==> src/rtl/fft8_if.sv <==
// The FFT8 sequencer interface is defined in rtl/fft8_seq_if.sv.

==> src/rtl/fft8_seq_if.sv <==
// fft8_seq_if -- control/handshake bundle for the 8-point FFT sequencer.
//
// Signals:
//   start     : request one 8-point transform (read by the sequencer)
//   bf_ready  : butterfly unit accepts the current issue
//   inverse   : conjugate-twiddle select, only with FFT8_SEQ_INVERSE_EN
//   bf_valid  : addr_a/addr_b/tw_index describe a valid butterfly
//   addr_a    : upper operand address
//   addr_b    : lower operand address
//   tw_index  : twiddle ROM index k for W8^k
//   stage     : current radix-2 stage, 0..2
//   busy      : transform in progress
//   done      : single-cycle completion pulse
//
// Modports: master = the sequencer, slave = the environment driving it.
// Optional feature macro: FFT8_SEQ_INVERSE_EN.
interface fft8_seq_if;
  logic       start;
  logic       bf_ready;
  logic       bf_valid;
  logic [2:0] addr_a;
  logic [2:0] addr_b;
  logic [2:0] tw_index;
  logic [1:0] stage;
  logic       busy;
  logic       done;
`ifdef FFT8_SEQ_INVERSE_EN
  logic       inverse;
`endif

  modport master (
`ifdef FFT8_SEQ_INVERSE_EN
    input  inverse,
`endif
    input  start, bf_ready,
    output bf_valid, addr_a, addr_b, tw_index, stage, busy, done
  );

  modport slave (
`ifdef FFT8_SEQ_INVERSE_EN
    output inverse,
`endif
    output start, bf_ready,
    input  bf_valid, addr_a, addr_b, tw_index, stage, busy, done
  );
endinterface

==> src/rtl/fft8_seq.sv <==
// fft8_seq -- address/twiddle sequencer for a radix-2 8-point FFT.
//
// Walks 3 stages x 4 butterflies, issuing (addr_a, addr_b, tw_index) on a
// valid/ready handshake, and waits BF_LAT idle cycles between stages so the
// butterfly pipeline drains before the next stage reads its results.
//
// Ports:
//   clk : single clock, rising edge
//   rst : synchronous, active-high reset
//   bus : fft8_seq_if.master (start, bf_ready, [inverse] in;
//         bf_valid, addr_a, addr_b, tw_index, stage, busy, done out)
//
// Parameter BF_LAT : butterfly pipeline latency / drain length, 1..7.
// Optional macro FFT8_SEQ_INVERSE_EN : adds the inverse input; when latched
// high at start, tw_index becomes the conjugate twiddle (8-k)&7.
module fft8_seq #(
  parameter int BF_LAT = 2
) (
  input  logic       clk,
  input  logic       rst,
  fft8_seq_if.master bus
);

  localparam logic [1:0] S_IDLE  = 2'd0;
  localparam logic [1:0] S_ISSUE = 2'd1;
  localparam logic [1:0] S_DRAIN = 2'd2;
  localparam logic [1:0] S_FIN   = 2'd3;

  localparam logic [2:0] DRAIN_LAST = 3'(BF_LAT - 1);

  logic [1:0] state;
  logic [1:0] stage_q;
  logic [1:0] j_q;
  logic [2:0] drain_cnt;
  logic       bf_valid_q;
  logic       busy_q;
  logic       done_q;
  logic [2:0] addr_a_q;
  logic [2:0] addr_b_q;
  logic [2:0] tw_q;

  logic [1:0] nxt_stage;
  logic [1:0] nxt_j;
  logic [8:0] nxt_abk;
  logic [2:0] nxt_tw;

  // Returns {addr_a, addr_b, k} for butterfly j of stage s.
  function automatic logic [8:0] bfly_of(input logic [1:0] s, input logic [1:0] j);
    logic [2:0] half;
    logic [2:0] pos;
    logic [2:0] grp;
    logic [2:0] a;
    half = 3'd1 << s;
    pos  = {1'b0, j} & (half - 3'd1);
    grp  = {1'b0, j} >> s;
    a    = ((grp * half) << 1) + pos;
    return {a, a + half, pos * (3'd4 >> s)};
  endfunction

  // Coordinates of the butterfly that will be presented after this edge,
  // used whenever the registered outputs are reloaded.
  always_comb begin
    nxt_stage = stage_q;
    nxt_j     = j_q;
    case (state)
      S_IDLE: begin
        nxt_stage = 2'd0;
        nxt_j     = 2'd0;
      end
      S_ISSUE: nxt_j = j_q + 2'd1;
      S_DRAIN: begin
        nxt_stage = stage_q + 2'd1;
        nxt_j     = 2'd0;
      end
      default: ;
    endcase
  end

  assign nxt_abk = bfly_of(nxt_stage, nxt_j);

`ifdef FFT8_SEQ_INVERSE_EN
  logic inv_q;
  logic inv_sel;

  // In IDLE the mode being latched this edge applies to the first issue.
  assign inv_sel = (state == S_IDLE) ? bus.inverse : inv_q;
  // (8-k)&7 is simply -k modulo 8.
  assign nxt_tw  = inv_sel ? (3'd0 - nxt_abk[2:0]) : nxt_abk[2:0];
`else
  assign nxt_tw  = nxt_abk[2:0];
`endif

  always_ff @(posedge clk) begin
    if (rst) begin
      state      <= S_IDLE;
      stage_q    <= 2'd0;
      j_q        <= 2'd0;
      drain_cnt  <= 3'd0;
      bf_valid_q <= 1'b0;
      busy_q     <= 1'b0;
      done_q     <= 1'b0;
      addr_a_q   <= 3'd0;
      addr_b_q   <= 3'd0;
      tw_q       <= 3'd0;
`ifdef FFT8_SEQ_INVERSE_EN
      inv_q      <= 1'b0;
`endif
    end else begin
      case (state)
        S_IDLE: begin
          done_q <= 1'b0;
          if (bus.start) begin
            state      <= S_ISSUE;
            stage_q    <= nxt_stage;
            j_q        <= nxt_j;
            bf_valid_q <= 1'b1;
            busy_q     <= 1'b1;
            addr_a_q   <= nxt_abk[8:6];
            addr_b_q   <= nxt_abk[5:3];
            tw_q       <= nxt_tw;
`ifdef FFT8_SEQ_INVERSE_EN
            inv_q      <= bus.inverse;
`endif
          end
        end
        S_ISSUE: begin
          // bf_valid is always high here, so acceptance is just bf_ready.
          if (bus.bf_ready) begin
            if (j_q == 2'd3) begin
              state      <= S_DRAIN;
              bf_valid_q <= 1'b0;
              drain_cnt  <= 3'd0;
            end else begin
              j_q      <= nxt_j;
              addr_a_q <= nxt_abk[8:6];
              addr_b_q <= nxt_abk[5:3];
              tw_q     <= nxt_tw;
            end
          end
        end
        S_DRAIN: begin
          if (drain_cnt == DRAIN_LAST) begin
            if (stage_q == 2'd2) begin
              state  <= S_FIN;
              busy_q <= 1'b0;
              done_q <= 1'b1;
            end else begin
              state      <= S_ISSUE;
              stage_q    <= nxt_stage;
              j_q        <= nxt_j;
              bf_valid_q <= 1'b1;
              addr_a_q   <= nxt_abk[8:6];
              addr_b_q   <= nxt_abk[5:3];
              tw_q       <= nxt_tw;
            end
          end else begin
            drain_cnt <= drain_cnt + 3'd1;
          end
        end
        default: begin
          // FIN: one-cycle done pulse; start here is deliberately dropped.
          state  <= S_IDLE;
          done_q <= 1'b0;
        end
      endcase
    end
  end

  assign bus.bf_valid = bf_valid_q;
  assign bus.addr_a   = addr_a_q;
  assign bus.addr_b   = addr_b_q;
  assign bus.tw_index = tw_q;
  assign bus.stage    = stage_q;
  assign bus.busy     = busy_q;
  assign bus.done     = done_q;

endmodule

==> src/flat_wrapper.sv <==
// flat-port wrapper written by rule: the top's interface ports become plain ports
module fft8_seq_flat 
#(
  parameter int BF_LAT = 2
)
  (clk, rst, bus_start, bus_bf_ready, bus_bf_valid, bus_addr_a, bus_addr_b, bus_tw_index, bus_stage, bus_busy, bus_done);
  fft8_seq_if bus_i ();
  input  logic clk;
  input  logic rst;
  input wire logic [$bits(bus_i.start)-1:0] bus_start;
  input wire logic [$bits(bus_i.bf_ready)-1:0] bus_bf_ready;
  output wire logic [$bits(bus_i.bf_valid)-1:0] bus_bf_valid;
  output wire logic [$bits(bus_i.addr_a)-1:0] bus_addr_a;
  output wire logic [$bits(bus_i.addr_b)-1:0] bus_addr_b;
  output wire logic [$bits(bus_i.tw_index)-1:0] bus_tw_index;
  output wire logic [$bits(bus_i.stage)-1:0] bus_stage;
  output wire logic [$bits(bus_i.busy)-1:0] bus_busy;
  output wire logic [$bits(bus_i.done)-1:0] bus_done;
  assign bus_i.start = bus_start;
  assign bus_i.bf_ready = bus_bf_ready;
  assign bus_bf_valid = bus_i.bf_valid;
  assign bus_addr_a = bus_i.addr_a;
  assign bus_addr_b = bus_i.addr_b;
  assign bus_tw_index = bus_i.tw_index;
  assign bus_stage = bus_i.stage;
  assign bus_busy = bus_i.busy;
  assign bus_done = bus_i.done;
  fft8_seq #(.BF_LAT(BF_LAT)) u_core (.clk(clk), .rst(rst), .bus(bus_i));
endmodule
==> config.mk <==
export PLATFORM = sky130hd
export DESIGN_NAME = fft8_seq_flat
export DESIGN_NICKNAME = d
export VERILOG_FILES = /design/src/rtl/fft8_if.sv /design/src/rtl/fft8_seq_if.sv /design/src/rtl/fft8_seq.sv /design/src/flat_wrapper.sv
export SDC_FILE = /design/constraint.sdc
export NUM_CORES = 1
export LEC_CHECK = 0
export BUFFER_PORTS_ARGS = -buffer_cell sky130_fd_sc_hd__buf_2
export CAP_MARGIN = 20
export CORE_MARGIN = 4
export CORE_UTILIZATION = 40
export CTS_CLUSTER_SIZE = 30
export DETAILED_ROUTE_END_ITERATION = 10
export PLACE_DENSITY = 0.68
export SLEW_MARGIN = 20
export SYNTH_ARGS = -nofsm -noshare
export SYNTH_HDL_FRONTEND = slang
export SYNTH_SLANG_ARGS = --single-unit
==> constraint.sdc <==
create_clock -name clk -period 2 [get_ports clk]
set_clock_uncertainty 0.1 [all_clocks]
set_input_delay 0.1 -clock clk [delete_from_list [all_inputs] [get_ports clk]]
set_output_delay 0.1 -clock clk [all_outputs]
set_load 0.01 [all_outputs]
After elaboration in Yosys (flattened, before gate mapping)

Cells that the tools add are included.

Flip-flop bits (word level): 21
Input bits: 4
Output and inout bits: 14
Logic and storage cells: 100

Add/subtract/negate cells: 6
Multipliers: 2
Eq/ne operators: 13
Shifts and indexed selects: 3
Mux-type cells: 52
Bitwise gates (word level): 2
Reductions and logical operators: 12

Operators with widths:

| cell                | count |
|---|---|
| $mux 3              | 18 |
| $pmux 3 s3          | 3 |
| $mux 2              | 13 |
| $reduce_and 4->1    | 4 |
| $pmux 2 s2          | 3 |
| $pmux 2 s3          | 2 |
| $reduce_and 6->1    | 2 |
| $ne 2x2->1 const B  | 5 |
| $mux 1              | 9 |
| $add 3x3->3         | 2 |
| $eq 2x2->1 const B  | 3 |
| $ne 2x1->1 const B  | 3 |
| $pmux 3 s2          | 1 |
| $add 2x1->2 const B | 2 |
| $pmux 1 s2          | 2 |
| $reduce_bool 2->1   | 2 |
| $add 3x1->3 const B | 1 |
| $and 2x3->3         | 1 |
| $eq 3x1->1 const B  | 1 |
| $mul 3x3->2         | 1 |
| $mul 3x3->3         | 1 |
| $pmux 1 s3          | 1 |
| $reduce_and 3->1    | 1 |
| $reduce_bool 3->1   | 1 |
| 8 further kinds     | 8 |

Logic depth before layout (Yosys ltp)

Gate-level depths: netlist of the first run.

Word-level depth: 10
Gate-level depth with buffers: 8
Gate-level depth less buffers: 8

Worst setup path after synthesis of the first run

Ideal clock, no wire load.

Path type: register to register
Start: register u_core.state[0]
End: register u_core.addr_b_q[1] (netlist: u_core.bus.addr_b[1])
Library setup time: 0.116 ns
Data arrival time: 1.745 ns
Required time: 1.784 ns
Slack: 0.039 ns
Stages on the path, launching flop included: 9
Path buffers: 3
Clock period less this slack: 1.961 ns
Cell sequence: dfxtp_1 > buf_2 > clkbuf_1 > clkbuf_1 > nand2_1 > nor2_1 > ha_1 > xnor2_1 > a31o_2

Longest elaborated chain between the ends: 10
Elaborated cells between the ends (all ways): 26
Those cells by class: 3 x add/sub; 1 x mul; 7 x eq/ne; 2 x shift; 8 x mux; 1 x bitwise; 4 x reduce/logical

RTL lines:

| element                                                 | line                             | RTL |
|---|---|---|
| start: declaration                                      | fft8_seq.sv:31                   | `logic [1:0] state;` |
| start signal: assignment                                | fft8_seq.sv:95                   | `state <= S_IDLE;` |
| start signal: assignment                                | fft8_seq.sv:113                  | `state <= S_ISSUE;` |
| start signal: assignment                                | fft8_seq.sv:130                  | `state <= S_DRAIN;` |
| $eq 2x2->1 or $logic_not 2->1 (tied branches)           | fft8_seq.sv:65                   | `case (state)` |
| $reduce_or 2->1 (no line) or $pmux 2 s2 (tied branches) | -                                |  |
| $pmux 2 s2 or $shl 1x2->3 (tied branches)               | fft8_seq.sv:65, fft8_seq.sv:53   |  |
| $shr 2x2->3 or $sub 3x1->3 (tied branches)              | fft8_seq.sv:55, fft8_seq.sv:54   |  |
| $mul 3x3->2 or $and 2x3->3 (tied branches)              | fft8_seq.sv:56, fft8_seq.sv:54   |  |
| $add 3x3->3 *                                           | fft8_seq.sv:56                   | `a = ((grp * half) << 1) + pos;` |
| via u_core.nxt_abk[7]                                   | fft8_seq.sv:44                   | `logic [8:0] nxt_abk;` |
| $add 3x3->3 *                                           | fft8_seq.sv:57                   | `return {a, a + half, pos * (3'd4 >> s)};` |
| $mux 3 (on tied branches)                               | fft8_seq.sv:143, fft8_seq.sv:129 |  |
| $mux 3 (on tied branches)                               | fft8_seq.sv:142, fft8_seq.sv:128 |  |
| $pmux 3 s3 *                                            | fft8_seq.sv:109                  | `case (state)` |
| end signal: assignment                                  | fft8_seq.sv:119                  | `addr_b_q <= nxt_abk[5:3];` |
| end signal: assignment                                  | fft8_seq.sv:136                  | `addr_b_q <= nxt_abk[5:3];` |
| end signal: assignment                                  | fft8_seq.sv:153                  | `addr_b_q <= nxt_abk[5:3];` |
| end: declaration                                        | fft8_seq.sv:39                   | `logic [2:0] addr_b_q;` |

The timed path passes the listed nets; every way through them passes the cells marked *. The select of a mux whose other input is x is not followed.
A chain may end at the register's enable or synchronous reset.

Worst setup path after layout of the first run

Start: register u_core.j_q[0]
End: register u_core.addr_b_q[1] (netlist: u_core.bus.addr_b[1])

Longest elaborated chain between the ends: 9
Elaborated cells between the ends (all ways): 16
Those cells by class: 3 x add/sub; 1 x mul; 2 x eq/ne; 1 x shift; 7 x mux; 1 x bitwise; 1 x reduce/logical

RTL lines:

| element                   | line                             | RTL |
|---|---|---|
| start: declaration        | fft8_seq.sv:33                   | `logic [1:0] j_q;` |
| start signal: assignment  | fft8_seq.sv:115                  | `j_q <= nxt_j;` |
| start signal: assignment  | fft8_seq.sv:134                  | `j_q <= nxt_j;` |
| start signal: assignment  | fft8_seq.sv:150                  | `j_q <= nxt_j;` |
| $add 2x1->2               | fft8_seq.sv:70                   | `S_ISSUE: nxt_j = j_q + 2'd1;` |
| $pmux 2 s2 *              | fft8_seq.sv:65                   |  |
| $shr 2x2->3               | fft8_seq.sv:55                   | `grp = {1'b0, j} >> s;` |
| $mul 3x3->2               | fft8_seq.sv:56                   |  |
| $add 3x3->3 *             | fft8_seq.sv:56                   |  |
| via u_core.nxt_abk[7]     | fft8_seq.sv:44                   |  |
| $add 3x3->3 *             | fft8_seq.sv:57                   |  |
| $mux 3 (on tied branches) | fft8_seq.sv:143, fft8_seq.sv:129 |  |
| $mux 3 (on tied branches) | fft8_seq.sv:142, fft8_seq.sv:128 |  |
| $pmux 3 s3 *              | fft8_seq.sv:109                  |  |

Marked as above.

==> results of run 1 <==
==> layout make-up <==
cell class                 count  area share
clock buffer                   4      0.0189
inverter                       5      0.0135
multi-input combinational    103       0.501
sequential                    21       0.302
tap                           31      0.0279
timing repair buffer          31       0.137
==> logic make-up (layout without fill, tap and decap cells) <==
group                    after synthesis  after routing  synth area share
XOR/XNOR                               4              4            0.0356
multiplexers                           2              2            0.0178
adder cells (fa/ha/maj)                6              6            0.0628
AO/OA/AOI/OAI                         47             47             0.252
flip-flops                            21             21             0.352
buffers and inverters                 15             40            0.0649
AND/OR/NAND/NOR                       44             44             0.215
==> state kept, by name, indices dropped and copies added (netlist names) <==
signal	count
u_core.bus.stage	2
u_core.state	2
u_core.j_q	2
u_core.bus.done	1
u_core.bus.bf_valid	1
u_core.bus.busy	1
u_core.drain_cnt	3
u_core.bus.addr_b	3
u_core.bus.addr_a	3
u_core.bus.tw_index	3
==> power by group through the flow <==
| stage | logic, mW | registers, mW | clock network (mW) |
|---|---|---|---|
| after floorplan | 0.0805 | 0.457 | 0 |
| final | 0.125 | 0.445 | 0.220 |
| after global placement | 0.123 | 0.453 | 0 |
| after detailed placement | 0.125 | 0.454 | 0 |
| after global routing | 0.139 | 0.448 | 0.245 |
| after CTS | 0.125 | 0.445 | 0.227 |
==> through the flow <==
step                area (um^2)  std cells
detailed placement         1360        190
floorplan                  1190        139
finish                     1390        195
global route               1390        195
CTS                        1380        194
global placement           1360        190
==> routing by layer <==
| layer | share of wire | track usage | wire [um] | vias to the layer above |
|---|---|---|---|---|
| met5 | 0 | 0 | 0 | - |
| met4 | 0.019 | 0.0744 | 51 | 0 |
| met3 | 0.056 | 0.0288 | 152 | 5 |
| met2 | 0.45 | 0.216 | 1220 | 26 |
| met1 | 0.48 | 0.197 | 1290 | 514 |
| li1 | - | - | - | 555 |
==> path summary, 6_finish.rpt <==
path,cells after the start,to,startpoint
hold reg to reg,2,u_core.bus.bf_valid,u_core.bus.bf_valid
hold / removal,4,u_core.state[0],bus_bf_ready
setup reg to reg,7,u_core.bus.addr_b[1],u_core.j_q[0]
setup / recovery,7,u_core.bus.addr_b[1],u_core.j_q[0]
==> worst reg2reg max path, cell delays in order (launching register included) <==
cell	delay (ns)
dfxtp_1	0.33
ha_1	0.28
mux2_2	0.29
nand2_1	0.09
nor2_1	0.05
ha_1	0.29
xnor2_1	0.13
a31o_2	0.24
==> layout by cell type, fill, tap and decap left out, types with 2 or more instances in the layout <==
cell type,synthesis,layout
nor2b_1,6,6
a31oi_1,3,3
nor3_1,2,2
nand3_1,6,6
xnor2_1,2,2
a21oi_1,18,18
nand2_1,7,7
dfxtp_1,21,21
nor4bb_1,2,2
a211oi_1,2,2
buf_2,2,17
buf_4,1,14
o21ai_0,11,11
clkbuf_4,0,3
ha_1,6,6
inv_1,5,5
a2bb2oi_1,2,2
or3_1,2,2
nor2_1,10,10
nand2b_1,3,3
==> what timing repair did <==
| action | in CTS | in global routing |
|---|---|---|
| buffers inserted | 0 | 1 |
| endpoints found under the setup margin | 0 | 1 |
| endpoints found under the hold margin | 0 | 0 |
==> flow_metrics.tcl, run 1 <==
set metrics [dict create \
    status "finished, final reports clean" \
    die_h_um 62.7 \
    register_area_um2 420 \
    die-area_mm2 0.00393 \
    coreArea_mm2 0.00281 \
    crit_slowest_cell "dfxtp_1" \
    clock_sinks 21 \
    ys_seq_elements 21 \
    crit_buf_inv 0 \
    power_density_mw_per_mm2 568 \
    yosysTopAreaCell "dfxtp_1" \
    path_common_cell "ha_1" \
    crit_fanout 3 \
    synthTopCellsByArea "dfxtp_1 35%, a21oi_1 7.5%, ha_1 6.3%" \
    insertion_delay_ns 0.32 \
    worst_slew_pin_slew_ns 0.391 \
    crit_family "adder cells" \
    ctsHoldBuffers 0 \
    p_comb_frac 0.158 \
    setup_viol 0 \
    swShare 0.283 \
    grt_pass1_vias 957 \
    synth_common_cells "21 x dfxtp_1, 18 x a21oi_1, 11 x o21ai_0, 10 x nor2_1, 7 x nand2_1" \
    synth_flop_cell "dfxtp_1" \
    clockRootBuffer "clkbuf_4" \
    synthesis.nets 149 \
    synth_edf_count 0 \
    post-route-drc-count 0 \
    place_hpwl_um 2060 \
    post-place-ws_ns 0.118 \
    grt_max_degree 20 \
    viasPerCell 5.64 \
    synth_warnings 0 \
    wire_per_inst_um 13.9 \
    end_kind "flip-flop" \
    drtIter0Drc 44 \
    port_buffers 17 \
    cts_tree "built" \
    drv_cap 0 \
    tns_ns 0 \
    fin_ws_ns 0.105 \
    finalMaxSlewViolations 0 \
    drtPass1Iterations 4 \
    synth_top_area_frac 0.352 \
    relSlewSlack 0.739 \
    die_w_um 62.7 \
    gp_congestion 0.833 \
    worst_ir_drop_vdd_mv 0.206 \
    clk_pin_slew_ns 0.12 \
    layout-drive-gt1-share 0.250 \
    nFillCells 285 \
    multi_input_area_um2 697 \
    row_count 19 \
    hold_path.class "in -> reg" \
    hold_slack_ns 0.0269 \
    n_antenna_cell 0 \
    grt_usage 0.145 \
    worst-setup-path-type "reg -> reg" \
    postRouteAntennaNets 0 \
    max_stage_delay_ns 0.33 \
    ys_seq_area_frac 0.352 \
    power.share.clock 0.279 \
    cp.arrival_ns 2.02 \
    grt_overflow 0 \
    required_ns 2.13 \
    io_pins 18 \
    initial_core_util 0.426 \
    syn_to_final_growth_pct 16.4 \
    vias 1100 \
    power_leakage_nw 0.575 \
    ys_types 43 \
    grt_pass1_wl_um 4610 \
    seqPwrFrac 0.563 \
    htreeDepth 1 \
    rsz0062_at_grt "no" \
    totalPowerFinal_mw 0.790 \
    final_util 0.496 \
    cp_cell_sequence "ha_1 -> mux2_2 -> nand2_1 -> nor2_1 -> ha_1 -> xnor2_1 -> a31o_2" \
    synth_most_common_cell "dfxtp_1" \
    numCtsBuffers 3 \
    max_freq_mhz 528 \
    nets 175 \
    r2r_setup_slack_ns 0.11 \
    start_kind "flip-flop" \
    antenna_found_initial 0 \
    clockBufferDepth 2 \
    period_share 0.947 \
    p_switching_mw 0.224 \
    finalWirelength_um 2720 \
    cts_resized 0 \
    fin_crit_ns 1.89 \
    netlist_instances 139 \
    avgSynthCellArea_um2 8.60 \
    power.internal_mw 0.567 \
    finalHoldViolCount 0 \
    synthArstFlopShare 0 \
    syn-cell-area_mm2 0.00119 \
]
Power figures use the tool's default switching activity.
==> run 2, diff against run 1 <==
- RECOVER_POWER: not set -> 50
==> run 2 against run 1 <==
Non-clock buffer count unchanged. Via count is 0.55% lower. Register-to-register slack about the same. Critical path type unchanged. Largest cell class unchanged. Highest routed layer unchanged. Sequential share of layout area grew 0.58 points. Sequential power about the same. Design area shrank 1.9%. Routed wire length fell by 0.33%. Count of clock-buffer cells in the layout unchanged. Cell count did not move. Clock power barely moved. Die area unchanged.
==> flow_metrics.tcl, run 2 (synthesis results as in run 1) <==
set metrics [dict create \
    crit_slowest_cell "dfxtp_1" \
    worst_slew_pin_slew_ns 0.395 \
    path_common_cell "ha_1" \
    gp_congestion 0.833 \
    viasPerCell 5.61 \
    end_kind "flip-flop" \
    drv_cap 0 \
    cts_tree "built" \
    clockRootBuffer "clkbuf_4" \
    finalMaxSlewViolations 0 \
    fin_crit_ns 1.89 \
    start_kind "flip-flop" \
    hold_path.class "in -> reg" \
    numCtsBuffers 3 \
    grt_usage 0.145 \
    required_ns 2.13 \
    postRouteAntennaNets 0 \
    rsz0062_at_grt "no" \
    setup_viol 0 \
    clockBufferDepth 2 \
    multi_input_area_um2 697 \
    die-area_mm2 0.00393 \
    io_pins 18 \
    clock_sinks 21 \
    vias 1094 \
    post-route-drc-count 0 \
    drtPass1Iterations 4 \
    use_met2 0.216 \
    period_share 0.944 \
    place_hpwl_um 2060 \
    register_area_um2 420 \
    power_density_mw_per_mm2 575 \
    insertion_delay_ns 0.32 \
    grt_max_degree 20 \
    port_buffers 17 \
    crit_fanout 3 \
    power_leakage_nw 0.514 \
    tns_ns 0 \
    grt_use_met1 0.197 \
    cp.arrival_ns 2.01 \
    grt_util_met3 0.0288 \
    coreArea_mm2 0.00281 \
    grt_overflow 0 \
    layout-drive-gt1-share 0.159 \
    grt_pass1_wl_um 4610 \
    finalHoldViolCount 0 \
    worst_ir_drop_vdd_mv 0.186 \
    cp_cell_sequence "ha_1 -> mux2_2 -> nand2_1 -> nor2_1 -> ha_1 -> xnor2_1 -> a31o_2" \
    finalWirelength_um 2710 \
    status "finished, final reports clean" \
    relSlewSlack 0.737 \
    design_area_mm2 0.00137 \
    n_antenna_cell 0 \
    final_cell_mix "21 x dfxtp_1, 18 x a21oi_1, 16 x clkbuf_1, 11 x o21ai_0, 11 x buf_4" \
    final_util 0.487 \
    initial_core_util 0.426 \
    max_stage_delay_ns 0.34 \
    hold_slack_ns 0.0350 \
    worst-setup-path-type "reg -> reg" \
    htreeDepth 1 \
    nets 175 \
    final_common_cell "dfxtp_1" \
    antenna_found_initial 0 \
    wire_per_inst_um 13.9 \
    clk_pin_slew_ns 0.12 \
    syn_to_final_growth_pct 14.2 \
    row_count 19 \
    nFillCells 291 \
    grt_busiest_layer "met2" \
    grt_pass1_vias 957 \
    drtIter0Drc 48 \
    dpl_cell_area_mm2 0.00136 \
    die_w_um 62.7 \
    die_h_um 62.7 \
    max_freq_mhz 530 \
]
## run 2: cell count changes in the layout (fill, tap and decap cells not counted), sizes merged
cell / change
buf: -15
clkbuf: +15
## run 2: critical path, delay by kind of cell, from the launching register on
family	cells	cell delay (ns)
adder cells (fa/ha/maj)	2	0.55
XOR/XNOR	1	0.13
AO/OA/AOI/OAI	1	0.24
multiplexers	1	0.29
flip-flops	1	0.34
AND/OR/NAND/NOR	2	0.14
## run 2: final timing paths
path / startpoint / endpoint / slack [ns] / depth (start not counted)
worst min register to register: u_core.bus.bf_valid / u_core.bus.bf_valid / 0.38 / 2
worst max register to register: u_core.j_q[1] / u_core.bus.addr_b[1] / 0.11 / 7
worst min-delay path: bus_bf_ready / u_core.state[0] / 0.03 / 4
worst max-delay path: u_core.j_q[1] / u_core.bus.addr_b[1] / 0.11 / 7
## run 2: final cells by class
type                       instances  area share
tap                               31      0.0284
sequential                        21       0.308
inverter                           5      0.0137
timing repair buffer              31       0.120
clock buffer                       4      0.0192
multi-input combinational        103       0.511
## run 2: report_power, final
group          internal, mW  leakage [nW]  switching [mW]
registers             0.433         0.171          0.0118
clock network        0.0781        0.0150           0.139
logic                0.0519         0.328          0.0706
total                 0.563         0.514           0.222
## run 2: stage by stage
step / setup slack, ns / total power [mW] / instances
global route: 0.00395 / 0.829 / 195
global placement: 0.160 / 0.577 / 190
floorplan: 0.0385 / 0.537 / 139
detailed placement: 0.118 / 0.579 / 190
finish: 0.111 / 0.785 / 195
CTS: 0.0906 / 0.797 / 194
## run 2: routing by layer
layer / wire length, um / vias to the layer above
met5: 0 / -
met4: 51 / 0
met3: 146 / 5
met2: 1220 / 24
met1: 1290 / 507
li1: - / 558
## run 2: what timing repair did
item	4_1_cts	5_1_grt
hold buffers	0	0
setup buffers	0	1
gates resized for setup	0	0
setup endpoints to repair	0	1
